`config.mk`:
```
export PLATFORM = sky130hd
export DESIGN_NAME = uart_tx
export DESIGN_NICKNAME = d
export VERILOG_FILES = /design/src/rtl/uart_tx.sv
export SDC_FILE = /design/constraint.sdc
export NUM_CORES = 1
export LEC_CHECK = 0
export CORE_MARGIN = 2
export CORE_UTILIZATION = 55
export CTS_CLUSTER_SIZE = 24
export DETAILED_ROUTE_END_ITERATION = 10
export GPL_ROUTABILITY_DRIVEN = 0
export HOLD_SLACK_MARGIN = 0.15
export PLACE_DENSITY = 0.72
export SYNTH_ARGS = -nofsm -noshare
export SYNTH_HDL_FRONTEND = slang
export SYNTH_SLANG_ARGS = --single-unit
```
`constraint.sdc`:
```
create_clock -name SER_CLK -period 2.1 [get_ports SER_CLK]
set_clock_uncertainty 0.1 [all_clocks]
set_input_delay 0.315 -clock SER_CLK [delete_from_list [all_inputs] [get_ports SER_CLK]]
set_output_delay 0.315 -clock SER_CLK [all_outputs]
set_load 0.01 [all_outputs]
```
`src/rtl/uart_tx.sv`:
```
// UART transmitter: valid/ready byte input into a small FIFO, serialised as 8N1 (LSB first).
// Optional parity bit between data and stop when UART_TX_PARITY_EN is defined (adds PARITY_ODD).
module uart_tx #(
  parameter int UART_BAUD    = 9600,
  parameter int CLKS_PER_BIT = 12_000_000 / UART_BAUD,
  parameter int FIFO_DEPTH   = 4
) (
  input  logic       SER_CLK,
  input  logic       RST,
  input  logic       TX_DV,
  input  logic [7:0] TX_BYTE,
`ifdef UART_TX_PARITY_EN
  input  logic       PARITY_ODD,
`endif
  output logic       TX_READY,
  output logic       TX_SERIAL,
  output logic       TX_ACTIVE,
  output logic       TX_DONE,
  output logic       TX_OVF
);

  localparam int PTR_W = $clog2(FIFO_DEPTH);
  localparam int CNT_W = PTR_W + 1;

  localparam logic [31:0]      BIT_LAST  = 32'(CLKS_PER_BIT - 1);
  localparam logic [CNT_W-1:0] CNT_FULL  = CNT_W'(FIFO_DEPTH);

  localparam logic [2:0] S_IDLE    = 3'd0;
  localparam logic [2:0] S_START   = 3'd1;
  localparam logic [2:0] S_DATA    = 3'd2;
  localparam logic [2:0] S_STOP    = 3'd3;
  localparam logic [2:0] S_CLEANUP = 3'd4;
`ifdef UART_TX_PARITY_EN
  localparam logic [2:0] S_PARITY  = 3'd5;
`endif

  // FIFO storage and bookkeeping
  logic [7:0]       mem_q [FIFO_DEPTH];
  logic [PTR_W-1:0] wr_ptr_q, wr_ptr_d;
  logic [PTR_W-1:0] rd_ptr_q, rd_ptr_d;
  logic [CNT_W-1:0] count_q, count_d;
  logic             avail_q;
  logic             push, pop;
  logic [7:0]       head;

  // Serialiser state
  logic [2:0]  state_q, state_d;
  logic [31:0] clk_cnt_q, clk_cnt_d;
  logic [2:0]  bit_idx_q, bit_idx_d;
  logic [7:0]  shift_q, shift_d;
  logic        serial_q, serial_d;
  logic        active_q, active_d;
  logic        done_q, done_d;
  logic        bit_end;
`ifdef UART_TX_PARITY_EN
  logic        parity_q, parity_d;
`endif

  assign TX_READY = (count_q != CNT_FULL);
  assign TX_OVF   = TX_DV & ~TX_READY;
  assign push     = TX_DV & TX_READY;
  assign pop      = (state_q == S_IDLE) & avail_q;
  assign head     = mem_q[rd_ptr_q];
  assign bit_end  = (clk_cnt_q == BIT_LAST);

  assign TX_SERIAL = serial_q;
  assign TX_ACTIVE = active_q;
  assign TX_DONE   = done_q;

  // NOTE: every signal assigned in always_comb gets a default first, so no path can infer a latch.
  always_comb begin
    wr_ptr_d = wr_ptr_q;
    rd_ptr_d = rd_ptr_q;
    count_d  = count_q;
    if (push) wr_ptr_d = wr_ptr_q + PTR_W'(1);
    if (pop)  rd_ptr_d = rd_ptr_q + PTR_W'(1);
    if (push && !pop) begin
      count_d = count_q + CNT_W'(1);
    end else if (!push && pop) begin
      count_d = count_q - CNT_W'(1);
    end
  end

  always_comb begin
    state_d   = state_q;
    clk_cnt_d = clk_cnt_q;
    bit_idx_d = bit_idx_q;
    shift_d   = shift_q;
    serial_d  = serial_q;
    active_d  = active_q;
    done_d    = done_q;
`ifdef UART_TX_PARITY_EN
    parity_d  = parity_q;
`endif
    case (state_q)
      S_IDLE: begin
        serial_d  = 1'b1;
        active_d  = 1'b0;
        clk_cnt_d = '0;
        bit_idx_d = '0;
        if (avail_q) begin
          shift_d  = head;
          serial_d = 1'b0;
          active_d = 1'b1;
          state_d  = S_START;
`ifdef UART_TX_PARITY_EN
          parity_d = (^head) ^ PARITY_ODD;
`endif
        end
      end
      S_START: begin
        if (bit_end) begin
          clk_cnt_d = '0;
          bit_idx_d = '0;
          serial_d  = shift_q[0];
          shift_d   = {1'b0, shift_q[7:1]};
          state_d   = S_DATA;
        end else begin
          clk_cnt_d = clk_cnt_q + 32'd1;
        end
      end
      S_DATA: begin
        if (bit_end) begin
          clk_cnt_d = '0;
          if (bit_idx_q == 3'd7) begin
`ifdef UART_TX_PARITY_EN
            serial_d = parity_q;
            state_d  = S_PARITY;
`else
            serial_d = 1'b1;
            state_d  = S_STOP;
`endif
          end else begin
            // shift_q[0] already holds the next bit to send
            bit_idx_d = bit_idx_q + 3'd1;
            serial_d  = shift_q[0];
            shift_d   = {1'b0, shift_q[7:1]};
          end
        end else begin
          clk_cnt_d = clk_cnt_q + 32'd1;
        end
      end
`ifdef UART_TX_PARITY_EN
      S_PARITY: begin
        if (bit_end) begin
          clk_cnt_d = '0;
          serial_d  = 1'b1;
          state_d   = S_STOP;
        end else begin
          clk_cnt_d = clk_cnt_q + 32'd1;
        end
      end
`endif
      S_STOP: begin
        if (bit_end) begin
          clk_cnt_d = '0;
          done_d    = 1'b1;
          active_d  = 1'b0;
          state_d   = S_CLEANUP;
        end else begin
          clk_cnt_d = clk_cnt_q + 32'd1;
        end
      end
      S_CLEANUP: begin
        done_d  = 1'b0;
        state_d = S_IDLE;
      end
      default: begin
        state_d   = S_IDLE;
        serial_d  = 1'b1;
        active_d  = 1'b0;
        done_d    = 1'b0;
        clk_cnt_d = '0;
      end
    endcase
  end

  // NOTE: the data array has no reset; only pointers and count define what is valid.
  always_ff @(posedge SER_CLK) begin
    if (push) mem_q[wr_ptr_q] <= TX_BYTE;
  end

  // NOTE: non-blocking assignments so every register samples pre-edge values.
  always_ff @(posedge SER_CLK) begin
    if (RST) begin
      wr_ptr_q  <= '0;
      rd_ptr_q  <= '0;
      count_q   <= '0;
      avail_q   <= 1'b0;
      state_q   <= S_IDLE;
      clk_cnt_q <= '0;
      bit_idx_q <= '0;
      shift_q   <= '0;
      serial_q  <= 1'b1;
      active_q  <= 1'b0;
      done_q    <= 1'b0;
`ifdef UART_TX_PARITY_EN
      parity_q  <= 1'b0;
`endif
    end else begin
      wr_ptr_q  <= wr_ptr_d;
      rd_ptr_q  <= rd_ptr_d;
      count_q   <= count_d;
      // Lags count by one edge, so a byte pushed at edge E0 starts its frame from E2.
      avail_q   <= (count_q != '0);
      state_q   <= state_d;
      clk_cnt_q <= clk_cnt_d;
      bit_idx_q <= bit_idx_d;
      shift_q   <= shift_d;
      serial_q  <= serial_d;
      active_q  <= active_d;
      done_q    <= done_d;
`ifdef UART_TX_PARITY_EN
      parity_q  <= parity_d;
`endif
    end
  end

endmodule

```
======== After elaboration in Yosys (flattened, before gate mapping) ========
Memory sizes are Yosys's and may differ from the RTL's. A register that Yosys moved wholly into a read port is not among the register bits.
Cells that the tools add are included.
operators by class
  add/subtract/negate cells ............... 6
  multipliers ............................. 0
  div/mod/pow operators ................... 0
  order comparisons ....................... 0
  equal/unequal tests ..................... 13
  shift-type cells ........................ 0
  multiplexer cells ....................... 33
  bitwise logic cells ..................... 7
  reductions and logical operators ........ 18
operators by type and width
  cell                                                    count
  case mux 32 bit (2 select lines)                        1
  adder 32 x 1 -> 32 bit (second input constant)          1
  equality test 32 x 11 -> 1 bit (second input constant)  1
  2-to-1 mux 32 bit                                       1
  2-to-1 mux 8 bit                                        4
  2-to-1 mux 3 bit                                        10
  case mux 8 bit (3 select lines)                         1
  != test 2 bit (second input constant)                   6
  case mux 3 bit (4 select lines)                         1
  AND reduction 5 bit                                     2
  2-to-1 mux 1 bit                                        9
  case mux 3 bit (3 select lines)                         1
  OR reduction 3 bit                                      3
  adder 3 x 1 -> 3 bit (second input constant)            2
  equality test 3 x 2 -> 1 bit (second input constant)    2
  equality test 3 bit (second input constant)             2
  nonzero test 3 bit                                      2
  adder 2 x 1 -> 2 bit (second input constant)            2
  2-to-1 mux 2 bit                                        2
  inverter 1 bit                                          4
  case mux 1 bit (4 select lines)                         1
  AND reduction 2 bit                                     2
  AND reduction 4 bit                                     1
  bitwise AND 1 bit                                       3
  other kinds (11)                                        13
storage, ports and cells
  bits in registers ....................... 57
  bits in latches ......................... 0
  memory bits (writable) .................. 32
  ROM bits ................................ 0
  input bits .............................. 11
  output and inout port bits .............. 5
  word-level logic and storage cells ...... 89
  memories ................................ 1
memories
  memory  depth  bits a word  rd ports  clocked after memory_dff  write ports  RTL line  source
  mem_q   4      8            1         1                         1            38        logic [7:0] mem_q [FIFO_DEPTH];

======== Logic depth before layout (Yosys ltp) ========
Gate-level depths: netlist (run 1).
  depth after elaboration ................. 6
  gate-level depth with buffers ........... 11
  depth with buffers taken out ............ 9

======== Worst setup path after synthesis (run 1) ========
No wires, ideal clock.
  kind .................................... flip-flop to flip-flop
  from .................................... register state_q[1]
  to ...................................... register count_q[2]
  library setup time ...................... 71 ps
  arrival time ............................ 2139 ps
  required time ........................... 1929 ps
  setup slack ............................. -210 ps
  cell stages (with the launch flop) ...... 12
  path buffers ............................ 2
  period minus slack after synthesis ...... 2310 ps
  path through ............................ dfxtp_1 > buf_2 > or2_2 > buf_2 > nor3b_1 > inv_1 > ha_1 > inv_1 > fa_1 > xor2_1 > or3_1 > a21oi_1
on the way
  longest elaborated chain between the ends .. 5
  elaborated cells on any way between the ends .. 7
  those cells by class .................... 1 x mux; 1 x bitwise; 5 x reduce/logical
ends and longest elaborated chain
  element                                                        RTL line  source
  start, declared                                                47        logic [2:0] state_q, state_d;
  start signal, assigned                                         206       state_q <= state_d;
  logical NOT 3 bit *                                            62        assign pop = (state_q == S_IDLE) & avail_q;
  bitwise AND 1 bit *                                            62
  logical NOT 1 bit                                              77        if (push && !pop) begin
  logical AND 1 bit                                              77
  2-to-1 mux 3 bit / nonzero test 2 bit (equally long branches)  n/a
  end signal, assigned                                           203       count_q <= count_d;
  end, declared                                                  41        logic [CNT_W-1:0] count_q, count_d;
Mark *: on every way between the ends. The rest lies on a longest branch, timed or not.
A chain may end at the register's enable or synchronous reset.

======== Final worst setup path (run 1) ========
  from .................................... register clk_cnt_q[2]
  to ...................................... register clk_cnt_q[27]
on the way
  longest elaborated chain between the ends .. 3
  elaborated cells on any way between the ends .. 4
  those cells by class .................... 1 x add/sub; 1 x eq/ne; 2 x mux
ends and longest elaborated chain
  element                                                                          RTL line       source
  start, declared                                                                  48             logic [31:0] clk_cnt_q, clk_cnt_d;
  start signal, assigned                                                           207            clk_cnt_q <= clk_cnt_d;
  adder 32 x 1 -> 32 bit / equality test 32 x 11 -> 1 bit (equally long branches)  n/a
  2-to-1 mux 32 bit *                                                              112, 123, 155
  case mux 32 bit (2 select lines) *                                               95             case (state_q)
Marked as above.

==> results of run 1 <==
[state kept, by name, indices dropped and copies added, names as in the netlist, named ones only]
name and flops:
TX_ACTIVE 1, TX_DONE 1, TX_SERIAL 1, avail_q 1
bit_idx_q 3, clk_cnt_q 32, count_q 3, mem_q 32
rd_ptr_q 2, shift_q 8, state_q 3, wr_ptr_q 2
[through the flow]
| step | hold slack, ps | utilization | std cells |
|---|---|---|---|
| 3_5_place_dp | 362 | 0.630 | 539 |
| 2_1_floorplan | 314 | - | 404 |
| 5_1_grt | 409 | 0.689 | 572 |
| 6_report | 388 | 0.689 | 572 |
| 4_1_cts | 394 | 0.660 | 556 |
| 3_3_place_gp | 363 | 0.630 | 539 |
[final timing paths]
check	start	end	slack (ps)
max	clk_cnt_q[2]	clk_cnt_q[27]	40
min	bit_idx_q[1]	bit_idx_q[1]	390
max reg2reg	clk_cnt_q[2]	clk_cnt_q[27]	40
min reg2reg	bit_idx_q[1]	bit_idx_q[1]	390
[critical path, cell delays in order, from the launching register on]
cell	delay (ps)
sky130_fd_sc_hd__dfxtp_1	370
sky130_fd_sc_hd__nor4_2	380
sky130_fd_sc_hd__and4_1	380
sky130_fd_sc_hd__a21o_4	200
sky130_fd_sc_hd__buf_4	160
sky130_fd_sc_hd__buf_4	120
sky130_fd_sc_hd__a21oi_1	40
sky130_fd_sc_hd__a21o_1	190
[report_power, final]
part / internal [mW] / total, mW / switching, mW
Combinational: 0.796 / 1.53 / 0.730
Sequential: 2.06 / 2.20 / 0.132
Clock: 0.474 / 1.20 / 0.724
[kinds of logic (layout without fill, tap and decap cells)]
group / count (synthesis) / in the layout / synth area share
buffers and inverters: 38 / 104 / 0.0387
XOR/XNOR: 22 / 22 / 0.0445
AND/OR/NAND/NOR: 151 / 151 / 0.203
multiplexers: 18 / 18 / 0.0648
AO/OA/AOI/OAI: 74 / 74 / 0.123
flip-flops: 91 / 91 / 0.495
adder cells (fa/ha/maj): 10 / 10 / 0.0306
[synthesized netlist by cell type (all sizes together), types with 2 or more instances]
library cell   n
nor3          12
or2            4
and4           7
nand2b         2
o31a           5
nor4b          2
dfxtp         59
nand3b         3
ha             9
a21o           3
xnor2         13
o21ai         10
nor2          43
clkbuf        12
or4            4
buf           12
inv           14
nand3         11
nand2         20
or4b           2
a22o           2
o211ai         3
a31oi         13
xor2           9
a311oi         8
nand4         11
nor4          11
edfxtp        32
nor3b          3
a21oi         16
and2           3
a211o          2
mux4           8
mux2i         10
a41oi          3
and3           8
or3            2
[timing repair]
| action | in CTS | in global routing |
|---|---|---|
| setup endpoints to repair | 28 | 41 |
| pin swaps | 1 | 8 |
| hold buffers | 0 | 0 |
| gates cloned | 0 | 0 |
| resized for setup | 2 | 30 |
| buffers inserted | 1 | 16 |
[per-layer routing]
layer / GRT usage / up-vias
met3: 0.0464 / 23
met5: 0 / -
li1: - / 1650
met2: 0.360 / 108
met1: 0.328 / 1652
met4: 0.0723 / 0
[cell type report]
cell class                 count  area [µm²]
tap                          102         128
clock buffer                   9         124
fill                         572        2390
sequential                    91        2160
multi-input combinational    275        2130
inverter                      14        52.6
timing repair buffer          74         628
clock inverter                 7        76.3
[placed cells by master (no fill, tap or decap), drive strengths merged, types with 12 or more instances in the layout]
master / instances
buf: 59
dfxtp: 59
nor2: 43
edfxtp: 32
nand2: 20
inv: 18
a21oi: 16
clkdlybuf4s50: 15
xnor2: 13
a31oi: 13
nor3: 12
==> flow_summary.yaml, run 1 <==
finish:
  nNetsFinal: 486
  drive_above_1_share: 0.274
  final_design_area_no_fill_mm2: 0.00530
  syn2layout_area_growth_pct: 22.3
  antenna-diode-count: 0
worst_hold_path:
  min_path_type: "reg -> reg"
  holdPathStages: 1
placed_design:
  detailedPlace.worstSlack_ps: -213
  hpwlAfterDp_mm: 6.13
  dpl-instance-area_mm2: 0.00484
  number_of_port_buffers: 15
worst_setup_path:
  reg2reg_depth: 7
  setup.worst_path.class: "reg -> reg"
  crit_path_end_kind: "register"
  cp-start-kind: "register"
  required_ps: 2260
  critPathArrivalTime_ps: 2210
  timing.critical_path.fanout_max: 6
yosys:
  synthesis.area_per_instance_um2: 10.7
  synth_top_cells_by_area: "sky130_fd_sc_hd__dfxtp_1, sky130_fd_sc_hd__edfxtp_1, sky130_fd_sc_hd__mux4_2"
  asyncSetResetFlopFracSynth: 0
  postSynthCellCount: 404
  synth_top_flop_cell: "sky130_fd_sc_hd__dfxtp_1"
  post_synth_top_area_cell: "sky130_fd_sc_hd__dfxtp_1"
  yosys_register_bits: 91
  synth.top_cell.area_share: 0.273
  syn-num-nets: 425
  synth-seq-area-share: 0.495
  yosysUniqueCellTypes: 64
  mappedNetlistArea_mm2: 0.00433
  synth.yosys.warnings: 0
  synth_enable_flop_cells: 32
cts:
  clockRootBuffer: "sky130_fd_sc_hd__clkbuf_8"
  cts_buffer_depth: 2
  cts_made_buffers: 9
  clkSinkCount: 91
  tritoncts: "done"
  cts_htree_levels: 3
  clock_latency_at_the_later_pin_of_the_worst_skew_pair_ps: 370
  post_cts_clock_slew_at_the_launch_and_capture_registers_of_the_worst_setup_and_hold_paths_ps: 110
die:
  chipHeight_um: 92.7
  floorplan.die_area_mm2: 0.00859
  coreArea_mm2: 0.00769
  placementRows: 32
  floorplan.die.width_um: 92.7
  num_io_pins: 16
  initial_core_util: 0.563
detailed_routing:
  drcViolationCount: 0
  viasPerCell: 6.00
  met3_length_um: 519
  drt_iter0_markers: 213
  dr_wl_met2_mm: 4.58
  number_of_search_and_repair_iterations_in_the_first_detailed_routing_pass: 5
  met1Wirelength_mm: 4.35
  dr_total_vias: 3433
  dr.max_layer_used: "met4"
  route.antenna.remaining_nets: 0
  post_drt_wl_per_cell_um: 16.9
  routed_wl_mm: 9.68
sta:
  min_setup_slack_post_route_ps: 44.0
  final-max-slew-violation-count: 0
  final-setup-viol-count: 0
  fin_crit_sh: 0.979
  unrepaired_setup_endpoints_after_global_routing: "true"
  setup_total_negative_slack_ps: 0
  achievable-frequency_mhz: 486
  worst_pin_slew_ps: 473
  number_of_hold_violations_in_the_final_report: 0
  period_needed_ps: 2060
  timing.max_slew.rel_slack: 0.681
grt:
  grt_pass1_wl_mm: 15.7
  grt_use_total: 0.231
  overflow: 0
  grt_max_degree: 26
  antenna_found_initial: 0
  vias_in_the_first_global_route: 3172
pwr:
  post-layout-total-power_mw: 4.92
  vdd_drop_max_v: 0.000526
  p_leak_nw: 1.90
  pwr_density_cell_mw_per_mm2: 929
status:
  outcome: "completed"
run:
  max_capacitance_violation_count: 0
(Power assumes the default switching activity.)
==> run 2, diff against run 1 <==
- CORE_MARGIN: 2 -> 10
- CORE_UTILIZATION: 55 -> 57
- CTS_BUF_LIST: default -> sky130_fd_sc_hd__clkbuf_4
- PLACE_DENSITY: 0.72 -> 0.74
- SETUP_SLACK_MARGIN: default -> 0.02
==> flow_summary.yaml, run 2 (same netlist as run 1, synthesis figures left out) <==
pwr:
  share_clk_of_total_power: 0.215
  p_int_mw: 3.04
  switching_share: 0.328
  combPwrFrac: 0.294
  vdd_drop_max_v: 0.000630
  post-layout-total-power_mw: 4.52
  pwr_density_cell_mw_per_mm2: 880
  p_seq_frac: 0.491
  switchingPower_mw: 1.48
  p_leak_nw: 1.84
cts:
  cts_htree_levels: 3
  clock_latency_at_the_later_pin_of_the_worst_skew_pair_ps: 450
  clockRootBuffer: "sky130_fd_sc_hd__clkbuf_4"
  tritoncts: "done"
  post_cts_clock_slew_at_the_launch_and_capture_registers_of_the_worst_setup_and_hold_paths_ps: 170
  clkSinkCount: 91
  cts_buffer_depth: 2
  cts_made_buffers: 9
grt:
  grt_use_total: 0.163
  grt_pass1_wl_mm: 15.5
  overflow: 0
  grt_max_degree: 20
  antenna_found_initial: 0
  vias_in_the_first_global_route: 3245
sta:
  final-max-slew-violation-count: 0
  final-setup-viol-count: 0
  worst_pin_slew_ps: 436
  timing.max_slew.rel_slack: 0.709
  number_of_hold_violations_in_the_final_report: 0
  fin_crit_sh: 0.986
  achievable-frequency_mhz: 483
  unrepaired_setup_endpoints_after_global_routing: "true"
  period_needed_ps: 2070
worst_hold_path:
  min_path_type: "in -> reg"
worst_setup_path:
  regToRegEndpoint: "count_q[2]"
  critPathTopFamily: "simple AND/OR/NAND/NOR gates"
  timing.rr.start: "state_q[0]"
  rrSetupSlack_ps: 30
  worst-path-buf-inv: 2
  reg2reg_depth: 9
  crit_path_end_kind: "register"
  timing.critical_path.fanout_max: 3
  crit_end: "count_q[2]"
  cp-start-kind: "register"
  setup.worst_path.class: "reg -> reg"
  critical_path.slowest_cell: "sky130_fd_sc_hd__dfxtp_2"
  crit_path_start: "state_q[0]"
  critPathArrivalTime_ps: 2350
  timing.critical_path.cells: "or2_4 -> nor3b_4 -> inv_1 -> ha_2 -> inv_2 -> fa_2 -> xor2_1 -> or3_1 -> a21oi_1"
  cp.depth: 9
  required_ps: 2380
  slowest_delay_ps: 350
die:
  chipHeight_um: 107
  num_io_pins: 16
  placementRows: 31
  initial_core_util: 0.590
  floorplan.die_area_mm2: 0.0115
  coreArea_mm2: 0.00733
  floorplan.die.width_um: 107
finish:
  final_common_cell: "sky130_fd_sc_hd__dfxtp_1"
  fillerInstances: 536
  syn2layout_area_growth_pct: 18.6
  drive_above_1_share: 0.258
  fin_util: 0.700
  reg.largest.list: "clk_cnt_q (32), mem_q (32), shift_q (8)"
  nNetsFinal: 478
  layout_common_cells: "sky130_fd_sc_hd__dfxtp_1, sky130_fd_sc_hd__buf_4, sky130_fd_sc_hd__nor2_1"
  antenna-diode-count: 0
detailed_routing:
  post_drt_wl_per_cell_um: 16.4
  viasPerCell: 6.00
  number_of_search_and_repair_iterations_in_the_first_detailed_routing_pass: 5
  drcViolationCount: 0
  route.antenna.remaining_nets: 0
  dr_total_vias: 3366
  routed_wl_mm: 9.21
  drt_iter0_markers: 239
status:
  outcome: "completed"
run:
  max_capacitance_violation_count: 0
placed_design:
  hpwlAfterDp_mm: 6.40
  number_of_port_buffers: 15
==> run 2: stage by stage <==
stage | hold WS (ps) | cells | TNS [ps] | instance area [µm²] | setup slack, ps
after floorplan | 314 | 404 | 0 | 4370 | 22.8
after global placement | 364 | 540 | -138 | 4880 | -138
after detailed placement | 365 | 540 | -188 | 4880 | -188
after CTS | 364 | 556 | 0 | 5020 | 20.1
after global routing | 353 | 561 | -194 | 5130 | -118
final | 382 | 561 | 0 | 5130 | 29.2
==> run 2: repair_timing <==
item | in CTS | in global routing
endpoints found under the setup margin | 4 | 29
pin swaps | 0 | 5
resized for setup | 5 | 22
setup buffers | 0 | 5
hold buffers | 0 | 0
==> run 2: worst min-delay path by stage <==
stage	to	cells past startpoint	start
floorplan	mem_q[0][0]	0	TX_BYTE[0]
global placement	bit_idx_q[1]	1	bit_idx_q[1]
detailed placement	bit_idx_q[1]	1	bit_idx_q[1]
CTS	mem_q[3][3]	1	TX_BYTE[3]
global route	mem_q[3][3]	1	TX_BYTE[3]
finish	mem_q[3][3]	1	TX_BYTE[3]
==> run 2: layer usage <==
| metal | global-route usage | vias up | wire (µm) |
|---|---|---|---|
| li1 | - | 1630 | - |
| met4 | 0.0416 | 0 | 129 |
| met2 | 0.249 | 108 | 4250 |
| met1 | 0.225 | 1613 | 4320 |
| met5 | 0 | - | 0 |
| met3 | 0.0419 | 15 | 507 |
==> run 2: layout make-up <==
cell class / instances / area [µm²] / share of cell area
clock inverters: 7 / 71.3 / 0.0139
well taps: 99 / 124 / 0.0241
clock buffers: 9 / 67.6 / 0.0132
inverters: 14 / 52.6 / 0.0102
repair buffers: 66 / 568 / 0.111
multi-input cells: 275 / 2100 / 0.409
flip-flops and latches: 91 / 2150 / 0.419
==> run 2: power groups by stage <==
| stage | Combinational (mW) | Sequential, mW | Clock (mW) |
|---|---|---|---|
| CTS | 1.29 | 2.22 | 0.999 |
| floorplan | 0.917 | 2.21 | 0 |
| global placement | 1.24 | 2.24 | 0 |
| detailed placement | 1.28 | 2.25 | 0 |
| global route | 1.49 | 2.25 | 1.07 |
| finish | 1.33 | 2.22 | 0.970 |
==> run 2: worst register-to-register path: stages (launching register included) <==
cell,delay (ps)
sky130_fd_sc_hd__dfxtp_2,350
sky130_fd_sc_hd__or2_4,260
sky130_fd_sc_hd__nor3b_4,290
sky130_fd_sc_hd__inv_1,80
sky130_fd_sc_hd__ha_2,180
sky130_fd_sc_hd__inv_2,60
sky130_fd_sc_hd__fa_2,190
sky130_fd_sc_hd__xor2_1,60
sky130_fd_sc_hd__or3_1,300
sky130_fd_sc_hd__a21oi_1,120
==> run 3, diff against run 2 <==
- CTS_BUF_LIST: sky130_fd_sc_hd__clkbuf_4 -> sky130_fd_sc_hd__clkbuf_8
==> flow_summary.yaml, run 3 (same netlist as run 1, synthesis figures left out) <==
die:
  num_io_pins: 16
  initial_core_util: 0.590
  placementRows: 31
  chipHeight_um: 107
  coreArea_mm2: 0.00733
  floorplan.die.width_um: 107
  floorplan.die_area_mm2: 0.0115
sta:
  unrepaired_setup_endpoints_after_global_routing: "true"
  final-setup-viol-count: 0
  timing.max_slew.rel_slack: 0.704
  fin_crit_sh: 0.984
  timing.hold.ws_ps: 391
  final-max-slew-violation-count: 0
  achievable-frequency_mhz: 484
  worst_pin_slew_ps: 444
  number_of_hold_violations_in_the_final_report: 0
  period_needed_ps: 2070
worst_hold_path:
  min_path_type: "reg -> reg"
  holdPathStages: 1
worst_setup_path:
  cp-start-kind: "register"
  setup.worst_path.class: "reg -> reg"
  reg2reg_depth: 9
  crit_path_end_kind: "register"
  timing.critical_path.fanout_max: 3
  critPathArrivalTime_ps: 2270
  required_ps: 2300
pwr:
  combPwrFrac: 0.281
  p_seq_frac: 0.467
  switchingPower_mw: 1.53
  post-layout-total-power_mw: 4.76
  vdd_drop_max_v: 0.000547
  switching_share: 0.321
  p_int_mw: 3.23
  p_leak_nw: 1.86
  share_clk_of_total_power: 0.252
  pwr_density_cell_mw_per_mm2: 915
grt:
  grt_max_degree: 20
  grt_use_total: 0.166
  overflow: 0
  grt_pass1_wl_mm: 15.6
  vias_in_the_first_global_route: 3266
  antenna_found_initial: 0
finish:
  final_design_area_no_fill_mm2: 0.00521
  layout_common_cells: "sky130_fd_sc_hd__dfxtp_1, sky130_fd_sc_hd__buf_4, sky130_fd_sc_hd__nor2_1"
  nNetsFinal: 479
  reg.largest.list: "clk_cnt_q (32), mem_q (32), shift_q (8)"
  syn2layout_area_growth_pct: 20.3
  antenna-diode-count: 0
  final_common_cell: "sky130_fd_sc_hd__dfxtp_1"
  drive_above_1_share: 0.259
  fillerInstances: 523
detailed_routing:
  drcViolationCount: 0
  drt_iter0_markers: 204
  post_drt_wl_per_cell_um: 16.6
  dr_total_vias: 3349
  routed_wl_mm: 9.31
  viasPerCell: 5.96
  number_of_search_and_repair_iterations_in_the_first_detailed_routing_pass: 4
  route.antenna.remaining_nets: 0
cts:
  clock_latency_at_the_later_pin_of_the_worst_skew_pair_ps: 370
  cts_htree_levels: 3
  cts_buffer_depth: 2
  cts_made_buffers: 9
  tritoncts: "done"
  clockRootBuffer: "sky130_fd_sc_hd__clkbuf_8"
  post_cts_clock_slew_at_the_launch_and_capture_registers_of_the_worst_setup_and_hold_paths_ps: 110
  clkSinkCount: 91
placed_design:
  number_of_port_buffers: 15
  dpl-instance-area_mm2: 0.00488
  hpwlAfterDp_mm: 6.40
run:
  max_capacitance_violation_count: 0
status:
  outcome: "completed"
==> run 3: layer usage <==
layer	GRT usage	routed length [µm]	vias up
li1	-	-	1629
met1	0.224	4340	1626
met2	0.252	4370	82
met3	0.0467	486	12
met4	0.0484	112	0
met5	0	0	-
==> run 3: timing repair <==
item                       in CTS  in global routing
gates resized for setup         2                 26
pin swaps                       0                  8
setup endpoints to repair       2                 29
hold buffers                    0                  0
setup buffers                   0                  6
==> run 3: worst paths after layout <==
check               start  slack, ps      endpoint
max            state_q[0]         30    count_q[2]
min          bit_idx_q[2]        390  bit_idx_q[2]
max reg2reg    state_q[0]         30    count_q[2]
min reg2reg  bit_idx_q[2]        390  bit_idx_q[2]
==> run 3: layout make-up <==
class,count,area (µm²),share of cell area
multi-input combinational,275,2100,0.404
timing repair buffer,67,581,0.112
clock inverter,7,71.3,0.0137
sequential,91,2150,0.414
clock buffer,9,124,0.0238
inverter,14,52.6,0.0101
tap,99,124,0.0238
==> run 3: power by group through the flow <==
stage	clock, mW	combinational [mW]	sequential [mW]
final	1.20	1.34	2.22
after CTS	1.22	1.29	2.21
after floorplan	0	0.917	2.21
after global placement	0	1.24	2.24
after detailed placement	0	1.28	2.25
after global routing	1.30	1.49	2.25
==> run 3: worst max-delay path, cell delays in order (launching register included) <==
cell,delay [ps]
sky130_fd_sc_hd__dfxtp_2,330
sky130_fd_sc_hd__or2_4,260
sky130_fd_sc_hd__nor3b_4,290
sky130_fd_sc_hd__inv_1,80
sky130_fd_sc_hd__ha_2,180
sky130_fd_sc_hd__inv_2,60
sky130_fd_sc_hd__fa_2,190
sky130_fd_sc_hd__xor2_1,60
sky130_fd_sc_hd__or3_1,320
sky130_fd_sc_hd__a21oi_2,120
==> run 3: through the flow <==
stage / util / std cells / TNS (ps) / worst slack [ps]
after floorplan: - / 404 / 0 / 22.8
after CTS: 0.693 / 556 / 0 / 31.3
after global routing: 0.710 / 562 / -131 / -96.8
after global placement: 0.666 / 540 / -138 / -138
final: 0.710 / 562 / 0 / 34.5
after detailed placement: 0.666 / 540 / -188 / -188
